===== src/rtl/bnn_pkg.sv =====
// Shared types and width helpers for the sequential BNN classifier.
// No ports: state enum plus constant functions used for sizing.
package bnn_pkg;

  typedef enum logic [1:0] {
    ST_IDLE,
    ST_L1,
    ST_L2,
    ST_DONE
  } state_t;

  function automatic int sum_width(
    input int fbits,
    input int fcnt
  );
    return fbits + $clog2(fcnt) + 1;
  endfunction

  function automatic int score_width(
    input int hcnt
  );
    return $clog2(hcnt + 1);
  endfunction

  function automatic int group_count(
    input int hcnt,
    input int npar
  );
    return hcnt / npar;
  endfunction

  function automatic int idx_width(
    input int n
  );
    return (n > 1) ? $clog2(n) : 1;
  endfunction

endpackage


===== src/rtl/bnn_l1_neuron.sv =====
// One layer-1 binary neuron: signed +/-feature sum and its sign bit.
// Ports: i_features (packed features), i_weights (1=+1), o_act (sum>=0).
module bnn_l1_neuron
  import bnn_pkg::*;
#(
  parameter int FEAT_CNT  = 16,
  parameter int FEAT_BITS = 4
) (
  input  logic [FEAT_CNT*FEAT_BITS-1:0] i_features,
  input  logic [FEAT_CNT-1:0]           i_weights,
  output logic                          o_act
);

  localparam int SW = sum_width(FEAT_BITS, FEAT_CNT);

  logic signed [SW-1:0] w_acc;
  logic signed [SW-1:0] w_f;

  always_comb begin
    w_acc = '0;
    w_f   = '0;
    for (int i = 0; i < FEAT_CNT; i++) begin
      w_f = SW'(i_features[i*FEAT_BITS +: FEAT_BITS]);
      if (i_weights[i])
        w_acc = w_acc + w_f;
      else
        w_acc = w_acc - w_f;
    end
  end

  // A zero sum counts as active.
  assign o_act = ~w_acc[SW-1];

endmodule


===== src/rtl/bnn_seq_classifier.sv =====
// Time-multiplexed 2-layer BNN: NPAR hidden neurons per cycle, then one
// class per cycle with running argmax. Ports: valid/ready in and out,
// features in, prediction + hidden activation bits out.
module bnn_seq_classifier
  import bnn_pkg::*;
#(
  parameter int FEAT_CNT   = 16,
  parameter int FEAT_BITS  = 4,
  parameter int HIDDEN_CNT = 40,
  parameter int CLASS_CNT  = 10,
  parameter int NPAR       = 8,
  parameter logic [HIDDEN_CNT*FEAT_CNT-1:0]  W0 = '0,
  parameter logic [CLASS_CNT*HIDDEN_CNT-1:0] W1 = '0
) (
  input  logic                          clk,
  input  logic                          rst_n,
  input  logic                          in_valid,
  output logic                          in_ready,
  input  logic [FEAT_CNT*FEAT_BITS-1:0] features,
  output logic                          out_valid,
  input  logic                          out_ready,
  output logic [((CLASS_CNT > 1) ? $clog2(CLASS_CNT) : 1)-1:0] prediction,
  output logic [HIDDEN_CNT-1:0]         hidden
);

  localparam int SCW  = score_width(HIDDEN_CNT);
  localparam int GRPS = group_count(HIDDEN_CNT, NPAR);
  localparam int GW   = idx_width(GRPS);
  localparam int CW   = idx_width(CLASS_CNT);
  localparam logic [GW-1:0] GRP_LAST = GW'(GRPS - 1);
  localparam logic [CW-1:0] CLS_LAST = CW'(CLASS_CNT - 1);

  if (HIDDEN_CNT % NPAR != 0) begin : g_bad_npar
    $error("HIDDEN_CNT must be a multiple of NPAR");
  end

  state_t                        r_state;
  logic [FEAT_CNT*FEAT_BITS-1:0] r_feat;
  logic [GW-1:0]                 r_grp;
  logic [CW-1:0]                 r_cls;
  logic [CW-1:0]                 r_best;
  logic [SCW-1:0]                r_bestscore;
  logic [HIDDEN_CNT-1:0]         r_hidden;
  logic [CW-1:0]                 r_pred;
  logic                          r_in_ready;
  logic                          r_out_valid;

  logic [31:0]               w_w0_base;
  logic [31:0]               w_hbase;
  logic [NPAR*FEAT_CNT-1:0]  w_w0_grp;
  logic [NPAR-1:0]           w_act;
  logic [31:0]               w_w1_base;
  logic [HIDDEN_CNT-1:0]     w_w1_row;
  logic [HIDDEN_CNT-1:0]     w_match;
  logic [SCW-1:0]            w_score;
  logic                      w_upd;
  logic [CW-1:0]             w_best_nxt;

  // Layer 1: W0 rows of the current group feed the NPAR neurons.
  assign w_w0_base = 32'(r_grp) * 32'(NPAR * FEAT_CNT);
  assign w_hbase   = 32'(r_grp) * 32'(NPAR);
  assign w_w0_grp  = W0[w_w0_base +: NPAR*FEAT_CNT];

  for (genvar k = 0; k < NPAR; k++) begin : g_neuron
    bnn_l1_neuron #(
      .FEAT_CNT  (FEAT_CNT),
      .FEAT_BITS (FEAT_BITS)
    ) u_neuron (
      .i_features (r_feat),
      .i_weights  (w_w0_grp[k*FEAT_CNT +: FEAT_CNT]),
      .o_act      (w_act[k])
    );
  end

  // Layer 2: XNOR-popcount against the current class row.
  assign w_w1_base = 32'(r_cls) * 32'(HIDDEN_CNT);
  assign w_w1_row  = W1[w_w1_base +: HIDDEN_CNT];
  assign w_match   = ~(r_hidden ^ w_w1_row);

  always_comb begin
    w_score = '0;
    for (int h = 0; h < HIDDEN_CNT; h++)
      w_score = w_score + SCW'(w_match[h]);
  end

  // Strict compare keeps the lowest index on ties.
  assign w_upd      = (r_cls == '0) || (w_score > r_bestscore);
  assign w_best_nxt = w_upd ? r_cls : r_best;

  always_ff @(posedge clk or negedge rst_n) begin
    if (!rst_n) begin
      r_state     <= ST_IDLE;
      r_feat      <= '0;
      r_grp       <= '0;
      r_cls       <= '0;
      r_best      <= '0;
      r_bestscore <= '0;
      r_hidden    <= '0;
      r_pred      <= '0;
      r_in_ready  <= 1'b1;
      r_out_valid <= 1'b0;
    end else begin
      unique case (r_state)
        ST_IDLE: begin
          if (in_valid) begin
            r_feat     <= features;
            r_grp      <= '0;
            r_in_ready <= 1'b0;
            r_state    <= ST_L1;
          end
        end
        ST_L1: begin
          r_hidden[w_hbase +: NPAR] <= w_act;
          if (r_grp == GRP_LAST) begin
            r_grp       <= '0;
            r_cls       <= '0;
            r_best      <= '0;
            r_bestscore <= '0;
            r_state     <= ST_L2;
          end else begin
            r_grp <= r_grp + GW'(1);
          end
        end
        ST_L2: begin
          if (w_upd) begin
            r_best      <= r_cls;
            r_bestscore <= w_score;
          end
          if (r_cls == CLS_LAST) begin
            r_pred      <= w_best_nxt;
            r_out_valid <= 1'b1;
            r_state     <= ST_DONE;
          end else begin
            r_cls <= r_cls + CW'(1);
          end
        end
        ST_DONE: begin
          if (out_ready) begin
            r_out_valid <= 1'b0;
            r_in_ready  <= 1'b1;
            r_state     <= ST_IDLE;
          end
        end
        default: r_state <= ST_IDLE;
      endcase
    end
  end

  assign in_ready   = r_in_ready;
  assign out_valid  = r_out_valid;
  assign prediction = r_pred;
  assign hidden     = r_hidden;

endmodule


===== config.mk =====
export PLATFORM = sky130hd
export DESIGN_NAME = bnn_seq_classifier
export DESIGN_NICKNAME = d
export VERILOG_FILES = /design/src/rtl/bnn_pkg.sv /design/src/rtl/bnn_l1_neuron.sv /design/src/rtl/bnn_seq_classifier.sv
export SDC_FILE = /design/constraint.sdc
export NUM_CORES = 1
export LEC_CHECK = 0
export CAP_MARGIN = 20
export CORE_MARGIN = 1
export CORE_UTILIZATION = 43
export CTS_BUF_LIST = sky130_fd_sc_hd__clkbuf_2
export DETAILED_ROUTE_END_ITERATION = 8
export GPL_TIMING_DRIVEN = 0
export PLACE_DENSITY = 0.64
export SYNTH_ARGS = -nofsm -noshare
export SYNTH_HDL_FRONTEND = slang
export SYNTH_SLANG_ARGS = --single-unit

===== constraint.sdc =====
create_clock -name clk -period 15.3 [get_ports clk]
set_input_delay 3.06 -clock clk [delete_from_list [all_inputs] [get_ports clk]]
set_output_delay 3.06 -clock clk [all_outputs]
set_load 0.05 [all_outputs]

==> metrics, run 1 <==
Final nets=1529; clock buffer depth=2; Die W=158 um; Final Cycle Share=75.7%; Yosys top cell by area=dfrtp_1; Cells after Synth=roughly 1100; post-route DRC violation count=0; remaining antenna violation count after routing=0; cell mode on critical path=fa_1; slowest stage delay, CP=between 0.6 and 0.7 ns; RePlAce Congestion=approximately 0.85; slew margin rel.=a little over a third; clock-pin slew on the worst setup and hold paths=0.28 ns; initial core utilization=44.3%; count of hold-fix buffers inserted at cts=0; Antenna Cells=0; row cnt=56; TritonCTS Buffers=9; global-route wire length before repair=37.9 mm; Async S/R FF share, synth=100%; Top Ports=114; Crit Path Class=reg -> reg; r2r startpoint=r_feat[4]; HP Class=reg -> reg; initial DRC count=between 300 and 400; Hold WS=~0.53 ns; Most used DFF post-synth=dfrtp_1; Total Routed Length=22.8 mm; root buffer cell=clkbuf_2; unrepaired setup endpoints after global routing=false; die area=25000 um^2; EDFF count, synth=0; status=complete, no violations; sequential share of the synthesized area=between 20% and 30%; Reg-to-Reg End=hidden[15]; Post-Syn Area=10500 um^2; Yosys top cell area share=22.2%; Area growth syn-to-layout=16.1%; endpoints failing setup=0; largest net degree at the start of global routing=55; via count=8038; post-synth net total=1404; Hold Path Origin=prediction[2]; CTS tree=done; Max Cap Viol=0; most frequent cells in the layout=ha_1, inv_1, clkdlybuf4s50_1, dfrtp_1; clock tree sinks=94; Required @ worst endpoint=between 15 and 20 ns; Warnings, synthesis=0; R2R setup slack=approximately 3.7 ns; initial antenna violation count=3; vias in the first global route=7998; FF+latch count, synth=94; Setup crit end kind=flip-flop; crit path DAT=about 12 ns; detail-routed via count per cell=a little over 5; Post-Place Cells=1557; Max Slew Vio Count=0; # port buffers=roughly 110; layout cells sized above 1=10.4%; core area=23700 um^2; Distinct cells, synth=56; slowest cell on the critical path=fa_1; Hold Path End=prediction[2]; global route total overflow=0; Post-CTS Resized=0; Pre-antenna DRT Iters=4; Fmax=about 86 MHz; Post-Layout Cell Count=approximately 1600; leading cell type in the layout, fill and taps excluded=ha_1; Min Clock Period, post-route=11.59 ns; crit-path max FO=5; total track usage=19.2%; final hold vios=0; worst r2r path cells=38; Synth area leaders=dfrtp_1, ha_1, mux2_2, xnor2_1, fa_1; H-tree levels=3; clk_lat worst skew=0.66 ns; post-detail-place hpwl=about 18 mm; mean post-synth cell area=9.34 um^2; Setup TNS=0 ns; DR WL/cell=between 10 and 15 um; worst clock skew=about 0.077 ns; post-CTS setup buffer count=0; worst-margin pin slew=0.978 ns; Hold Path Depth=2; critical path launch point type=flip-flop; die height=158 um
==> registers in the layout (all words and copies together) (netlist names) <==
| signal | flops |
|---|---|
| hidden | 5 |
| in_ready | 1 |
| out_valid | 1 |
| prediction | 4 |
| r_best | 4 |
| r_bestscore | 6 |
| r_cls | 4 |
| r_feat | 64 |
| r_grp | 3 |
| r_state | 2 |
==> cells in the mapped netlist (5+ instances only) <==
| master | count |
|---|---|
| inv_1 | 138 |
| nor3_1 | 19 |
| dfrtp_1 | 93 |
| nand2b_1 | 12 |
| o21bai_1 | 31 |
| ha_1 | 183 |
| nand2_1 | 57 |
| a31oi_1 | 9 |
| mux2_2 | 70 |
| nor2_1 | 44 |
| xnor3_1 | 5 |
| nor2b_1 | 7 |
| a21o_1 | 29 |
| o21ai_0 | 49 |
| fa_1 | 29 |
| buf_4 | 35 |
| nand3_1 | 21 |
| o21a_1 | 11 |
| a21oi_1 | 88 |
| a22oi_1 | 7 |
| o31ai_1 | 5 |
| xnor2_1 | 88 |
| clkbuf_1 | 19 |
| xor2_1 | 29 |
==> critical path: cells and delay by family, from the launching register on <==
| kind | cells | cell delay, ns |
|---|---|---|
| xor gates and xnor gates | 6 | 1.22 |
| and+or+nand+nor | 4 | 0.30 |
| DFF | 1 | 0.47 |
| muxes | 1 | 0.28 |
| adders and majority gates | 16 | 6.98 |
| AOI/OAI and AO/OA | 10 | 2.19 |
| buffers and inverters | 1 | 0.06 |
==> final cells by class <==
type	count	area, um^2
repair buffers	114	1150
inverters	138	518
multi-input cells	838	7290
plain buffers	54	334
clock inverters	7	95.1
clock buffers	9	45.0
fillers	2266	11500
flip-flops and latches	94	2350
well taps	319	399
==> through the flow <==
stage | setup slack (ns) | cell area (um^2) | util (%)
5_1_grt | 2.79 | 12200 | 51.4
3_3_place_gp | 3.86 | 12000 | 50.8
3_5_place_dp | 3.71 | 12000 | 50.8
6_report | 3.71 | 12200 | 51.4
4_1_cts | 3.66 | 12200 | 51.4
2_1_floorplan | 4.81 | 10500 | -
==> kinds of logic after synthesis <==
kind of cell               synth area share, %
muxes                                     8.00
and+or+nand+nor                           7.75
adders and majority gates                 27.4
DFF                                       22.4
buffers and inverters                     8.12
AOI/OAI and AO/OA                         14.7
xor gates and xnor gates                  11.7
==> worst max-delay path by stage <==
stage	start	endpoint	slack, ns
after floorplan	r_feat[4]	hidden[28]	4.81
after global placement	r_feat[4]	hidden[28]	3.86
after detailed placement	r_feat[4]	hidden[28]	3.71
after CTS	r_feat[4]	hidden[28]	3.66
after global routing	r_feat[4]	hidden[15]	2.79
final	r_feat[4]	hidden[15]	3.71
==> routing by layer <==
| metal | track usage (%) | vias to the layer above | part of all wire (%) |
|---|---|---|---|
| li1 | - | 4083 | - |
| met1 | 24.4 | 3822 | 46 |
| met2 | 33.3 | 102 | 49 |
| met3 | 3.86 | 25 | 3.8 |
| met4 | 4.53 | 6 | 1.4 |
| met5 | 0 | - | 0.18 |
Power of run 1 is not shown: default switching activity piles up to over one toggle a cycle in this logic, so the estimate is an artifact.
==> run 2, diff against run 1 <==
==> constraint.sdc (replaced) <==
create_clock -name clk -period 11.7 [get_ports clk]
set_input_delay 2.34 -clock clk [delete_from_list [all_inputs] [get_ports clk]]
set_output_delay 2.34 -clock clk [all_outputs]
set_load 0.05 [all_outputs]
==> metrics, run 2 (synthesis results as in run 1) <==
endpoints failing setup=0 (unchanged); Final Cycle Share=94.8% (was 75.7%); Die W=158 um (unchanged); CTS tree=done (unchanged); CP delay by family, top=adder cells (unchanged); die height=158 um (unchanged); Fmax=90.1 MHz (was 86.3 MHz); status=complete, no violations (unchanged); R2R setup slack=0.60 ns (was 3.71 ns); final instance area=12200 um^2 (about the same); slowest stage delay, CP=0.62 ns (about the same); final hold vios=0 (unchanged); die area=25000 um^2 (unchanged); core area=23700 um^2 (unchanged); Fillers=2265 (was 2266); row cnt=56 (unchanged); crit-path max FO=5 (unchanged); layout cells sized above 1=11.0% (was 10.4%); Required @ worst endpoint=12.21 ns (was 15.81 ns); Max Cap Viol=0 (unchanged); total track usage=19.2% (unchanged); initial core utilization=44.3% (unchanged); Pre-antenna DRT Iters=5 (was 4); detail-routed via count per cell=5.11 (about the same); worst clock skew=0.0646 ns (was 0.0766 ns); clock-pin slew on the worst setup and hold paths=0.28 ns (about the same); Sequential cell area=2350 um^2 (unchanged); via count=8032 (was 8038); most frequent cells in the layout=ha_1, inv_1, clkdlybuf4s50_1, dfrtp_1, xnor2_1 (was ha_1, inv_1, clkdlybuf4s50_1, dfrtp_1); H-tree levels=3 (unchanged); cell mode on critical path=fa_1 (unchanged); Max Slew Vio Count=0 (unchanged); Final nets=1529 (unchanged); Area growth syn-to-layout=16.4% (was 16.1%); max reg flops=64 (unchanged); post-detail-place hpwl=18.5 mm (unchanged); leading cell type in the layout, fill and taps excluded=ha_1 (unchanged); clock buffer depth=2 (unchanged); slowest cell on the critical path=fa_1 (unchanged); TritonCTS Buffers=9 (unchanged); RePlAce Congestion=0.855 (unchanged); Antenna Cells=0 (unchanged); HP Class=reg -> reg (unchanged); initial DRC count=354 (was 308); Biggest register=r_feat (unchanged); critical path launch point type=flip-flop (unchanged); DR WL/cell=14.5 um (about the same); Critical path buffers and inverters=1 (unchanged); worst-margin pin slew=0.970 ns (was 0.978 ns); Min Clock Period, post-route=11.10 ns (was 11.59 ns); root buffer cell=clkbuf_2 (unchanged); vias in the first global route=7998 (unchanged); # port buffers=113 (unchanged); Top Ports=114 (unchanged); post-route DRC violation count=0 (unchanged); largest net degree at the start of global routing=55 (unchanged); Total Routed Length=22.9 mm (was 22.8 mm); slew margin rel.=35.3% (was 34.8%); Setup TNS=0 ns (unchanged); remaining antenna violation count after routing=0 (unchanged); clock tree sinks=94 (unchanged); clk_lat worst skew=0.64 ns (was 0.66 ns); Crit Path Class=reg -> reg (unchanged); global-route wire length before repair=37.9 mm (unchanged); global route total overflow=0 (unchanged); initial antenna violation count=3 (unchanged); Setup crit end kind=flip-flop (unchanged); count of hold-fix buffers inserted at cts=0 (unchanged); Placed Area=12000 um^2 (unchanged); Multi-input gate area=7310 um^2 (was 7290 um^2); crit path DAT=11.61 ns (was 12.10 ns)
[run 2: changes by cell type in the layout (fill, tap and decap cells not counted), sizes merged]
cell and change:
clkbuf -1, buf +1
[run 2: area by class of cell]
type,count,share of cell area [%]
plain buffers,53,2.71
clock buffers,9,0.369
clock inverters,7,0.779
inverters,138,4.24
multi-input cells,838,59.9
flip-flops and latches,94,19.3
well taps,319,3.27
repair buffers,115,9.47
[run 2: worst reg2reg max path: cells and delay by family (launching register included)]
kind	cells	cell delay, ns
xor+xnor	4	0.80
buf+inv	1	0.05
fa+ha+maj	16	7.59
compound gates	9	1.59
flops	1	0.44
simple gates	2	0.25
mux	1	0.28
[run 2: worst paths after layout]
path / startpoint / end / cells past startpoint
max: r_feat[4] / hidden[15] / 33
min: prediction[2] / prediction[2] / 2
min reg2reg: prediction[2] / prediction[2] / 2
max reg2reg: r_feat[4] / hidden[15] / 33
min in group asynchronous: rst_n / r_feat[41] / 1
max in group asynchronous: rst_n / in_ready / 2
[run 2: through the flow]
stage          hold WS, ns  worst slack [ns]  instances  utilization, %
4_1_cts              0.532            0.0602       1573            51.4
5_1_grt              0.560           -0.0209       1573            51.6
2_1_floorplan        0.479              1.21       1124               -
3_3_place_gp         0.478             0.256       1556            50.8
3_5_place_dp         0.475             0.113       1557            50.8
6_report             0.531             0.603       1573            51.6
[run 2: per-layer routing]
layer  share of wire (%)  GRT usage (%)  wire length (um)  vias to the layer above
met2                  49           33.3             11200                       95
met3                 3.5           3.86               809                       21
met5                0.17              0                40                        -
met4                 1.3           4.53               307                        6
li1                    -              -                 -                     4082
met1                  46           24.4             10500                     3828
[run 2: repair_timing]
| action | CTS | global route |
|---|---|---|
| gates resized for setup | 0 | 12 |
| buffers inserted | 0 | 1 |
| endpoints found under the setup margin | 0 | 5 |
Power of run 2 is left out for the same reason.
==> run 3, diff against run 2 <==
--- a/config.mk
+++ b/config.mk
@@ -7,11 +7,11 @@
 export LEC_CHECK = 0
 export CAP_MARGIN = 20
 export CORE_MARGIN = 1
-export CORE_UTILIZATION = 43
+export CORE_UTILIZATION = 60
 export CTS_BUF_LIST = sky130_fd_sc_hd__clkbuf_2
 export DETAILED_ROUTE_END_ITERATION = 8
 export GPL_TIMING_DRIVEN = 0
-export PLACE_DENSITY = 0.64
+export PLACE_DENSITY = 0.84
 export SYNTH_ARGS = -nofsm -noshare
 export SYNTH_HDL_FRONTEND = slang
 export SYNTH_SLANG_ARGS = --single-unit
==> metrics, run 3 (synthesis results as in run 1) <==
count of hold-fix buffers inserted at cts=0 (unchanged); via count=8156 (was 8032); final hold vios=0 (unchanged); global-route wire length before repair=38.2 mm (was 37.9 mm); worst-margin pin slew=1.08 ns (was 0.970 ns); H-tree levels=3 (unchanged); Die W=134 um (was 158 um); initial DRC count=295 (was 354); Setup crit end kind=flip-flop (unchanged); clock-pin slew on the worst setup and hold paths=0.28 ns (about the same); Antenna Cells=0 (unchanged); clock buffer depth=2 (unchanged); # port buffers=113 (unchanged); CTS tree=done (unchanged); Required @ worst endpoint=12.26 ns (was 12.21 ns); crit-path max FO=5 (unchanged); clk_lat worst skew=0.63 ns (was 0.64 ns); max reg flops=64 (unchanged); leading cell type in the layout, fill and taps excluded=ha_1 (unchanged); Biggest register=r_feat (unchanged); Fillers=1285 (was 2265); post-route DRC violation count=0 (unchanged); Max Slew Vio Count=0 (unchanged); final worst slack=0.434 ns (was 0.603 ns); Max Cap Viol=0 (unchanged); vias in the first global route=8349 (was 7998); Top Ports=114 (unchanged); HP Class=reg -> reg (unchanged); DR WL/cell=15.3 um (was 14.5 um); endpoints failing setup=0 (unchanged); Sequential cell area=2350 um^2 (unchanged); worst clock skew=0.0191 ns (was 0.0646 ns); initial core utilization=62.4% (was 44.3%); most frequent cells in the layout=ha_1, inv_1, clkdlybuf4s50_1, dfrtp_1, xnor2_1 (unchanged); layout cells sized above 1=11.2% (was 11.0%); Min Clock Period, post-route=11.27 ns (was 11.10 ns); die height=134 um (was 158 um); root buffer cell=clkbuf_2 (unchanged); clock tree sinks=94 (unchanged); Area growth syn-to-layout=14.9% (was 16.4%); critical path launch point type=flip-flop (unchanged); status=complete, no violations (unchanged); post-detail-place hpwl=18.4 mm (was 18.5 mm); TritonCTS Buffers=9 (unchanged); initial antenna violation count=0 (was 3); Fmax=88.8 MHz (was 90.1 MHz); Pre-antenna DRT Iters=4 (was 5); largest net degree at the start of global routing=52 (was 55); global route total overflow=0 (unchanged); total track usage=26.5% (was 19.2%); detail-routed via count per cell=5.53 (was 5.11); cell mode on critical path=fa_1 (unchanged); slew margin rel.=28.0% (was 35.3%); Multi-input gate area=7320 um^2 (was 7310 um^2); Crit Path Class=reg -> reg (unchanged); core area=16800 um^2 (was 23700 um^2); row cnt=47 (was 56); Post-Place Worst Slack=0.0313 ns (was 0.113 ns); die area=18000 um^2 (was 25000 um^2); slowest stage delay, CP=0.62 ns (about the same); Final nets=1530 (was 1529); crit path DAT=11.82 ns (was 11.61 ns); Final Cycle Share=96.3% (was 94.8%); RePlAce Congestion=0.840 (was 0.855); remaining antenna violation count after routing=0 (unchanged); slowest cell on the critical path=fa_1 (unchanged); Total Routed Length=22.6 mm (was 22.9 mm)
==> run 3: worst max-delay path: cells and delay by family (launching register included) <==
family,cells,cell delay [ns]
buf+inv,2,0.14
simple gates,1,0.06
mux,1,0.32
fa+ha+maj,16,7.70
flops,1,0.44
xor+xnor,4,0.81
compound gates,8,1.69
==> run 3: metal layers <==
| layer | global-route usage [%] | wire length, um | vias to the layer above |
|---|---|---|---|
| met4 | 7.74 | 397 | 0 |
| met2 | 48.0 | 11500 | 136 |
| li1 | - | - | 4100 |
| met3 | 3.85 | 697 | 27 |
| met5 | 0 | 0 | - |
| met1 | 32.3 | 10000 | 3893 |
==> run 3: stage by stage <==
step | utilization (%) | std cells | TNS [ns] | hold WS (ns) | area, um^2
finish | 71.7 | 1475 | 0 | 0.519 | 12100
global route | 71.7 | 1475 | -0.0299 | 0.560 | 12100
CTS | 71.4 | 1474 | 0 | 0.529 | 12000
detailed placement | 70.9 | 1458 | 0 | 0.473 | 11900
global placement | 70.7 | 1457 | 0 | 0.468 | 11900
floorplan | - | 1124 | 0 | 0.479 | 10500
==> run 3: path summary, 6_finish.rpt <==
kind,endpoint,from,cells after the start,slack (ns)
max,hidden[28],r_feat[4],32,0.43
min reg2reg,prediction[1],prediction[1],2,0.52
min,prediction[1],prediction[1],2,0.52
min in group asynchronous,r_bestscore[4],rst_n,1,1.65
max in group asynchronous,r_feat[39],rst_n,2,9.38
max reg2reg,hidden[28],r_feat[4],32,0.43
==> run 3: area by class of cell <==
type	count	share of cell area [%]
sequential	94	19.5
multi-input combinational	838	60.7
clock buffer	9	0.374
buffer	53	2.74
tap	220	2.28
clock inverter	7	0.384
timing repair buffer	116	9.71
inverter	138	4.30
==> run 3: what timing repair did <==
| action | CTS | global route |
|---|---|---|
| endpoints found under the hold margin | 0 | 0 |
| endpoints found under the setup margin | 5 | 5 |
| resized for setup | 1 | 11 |
| setup buffers | 0 | 2 |
| pin swaps | 0 | 1 |
Power of run 3 is left out for the same reason.
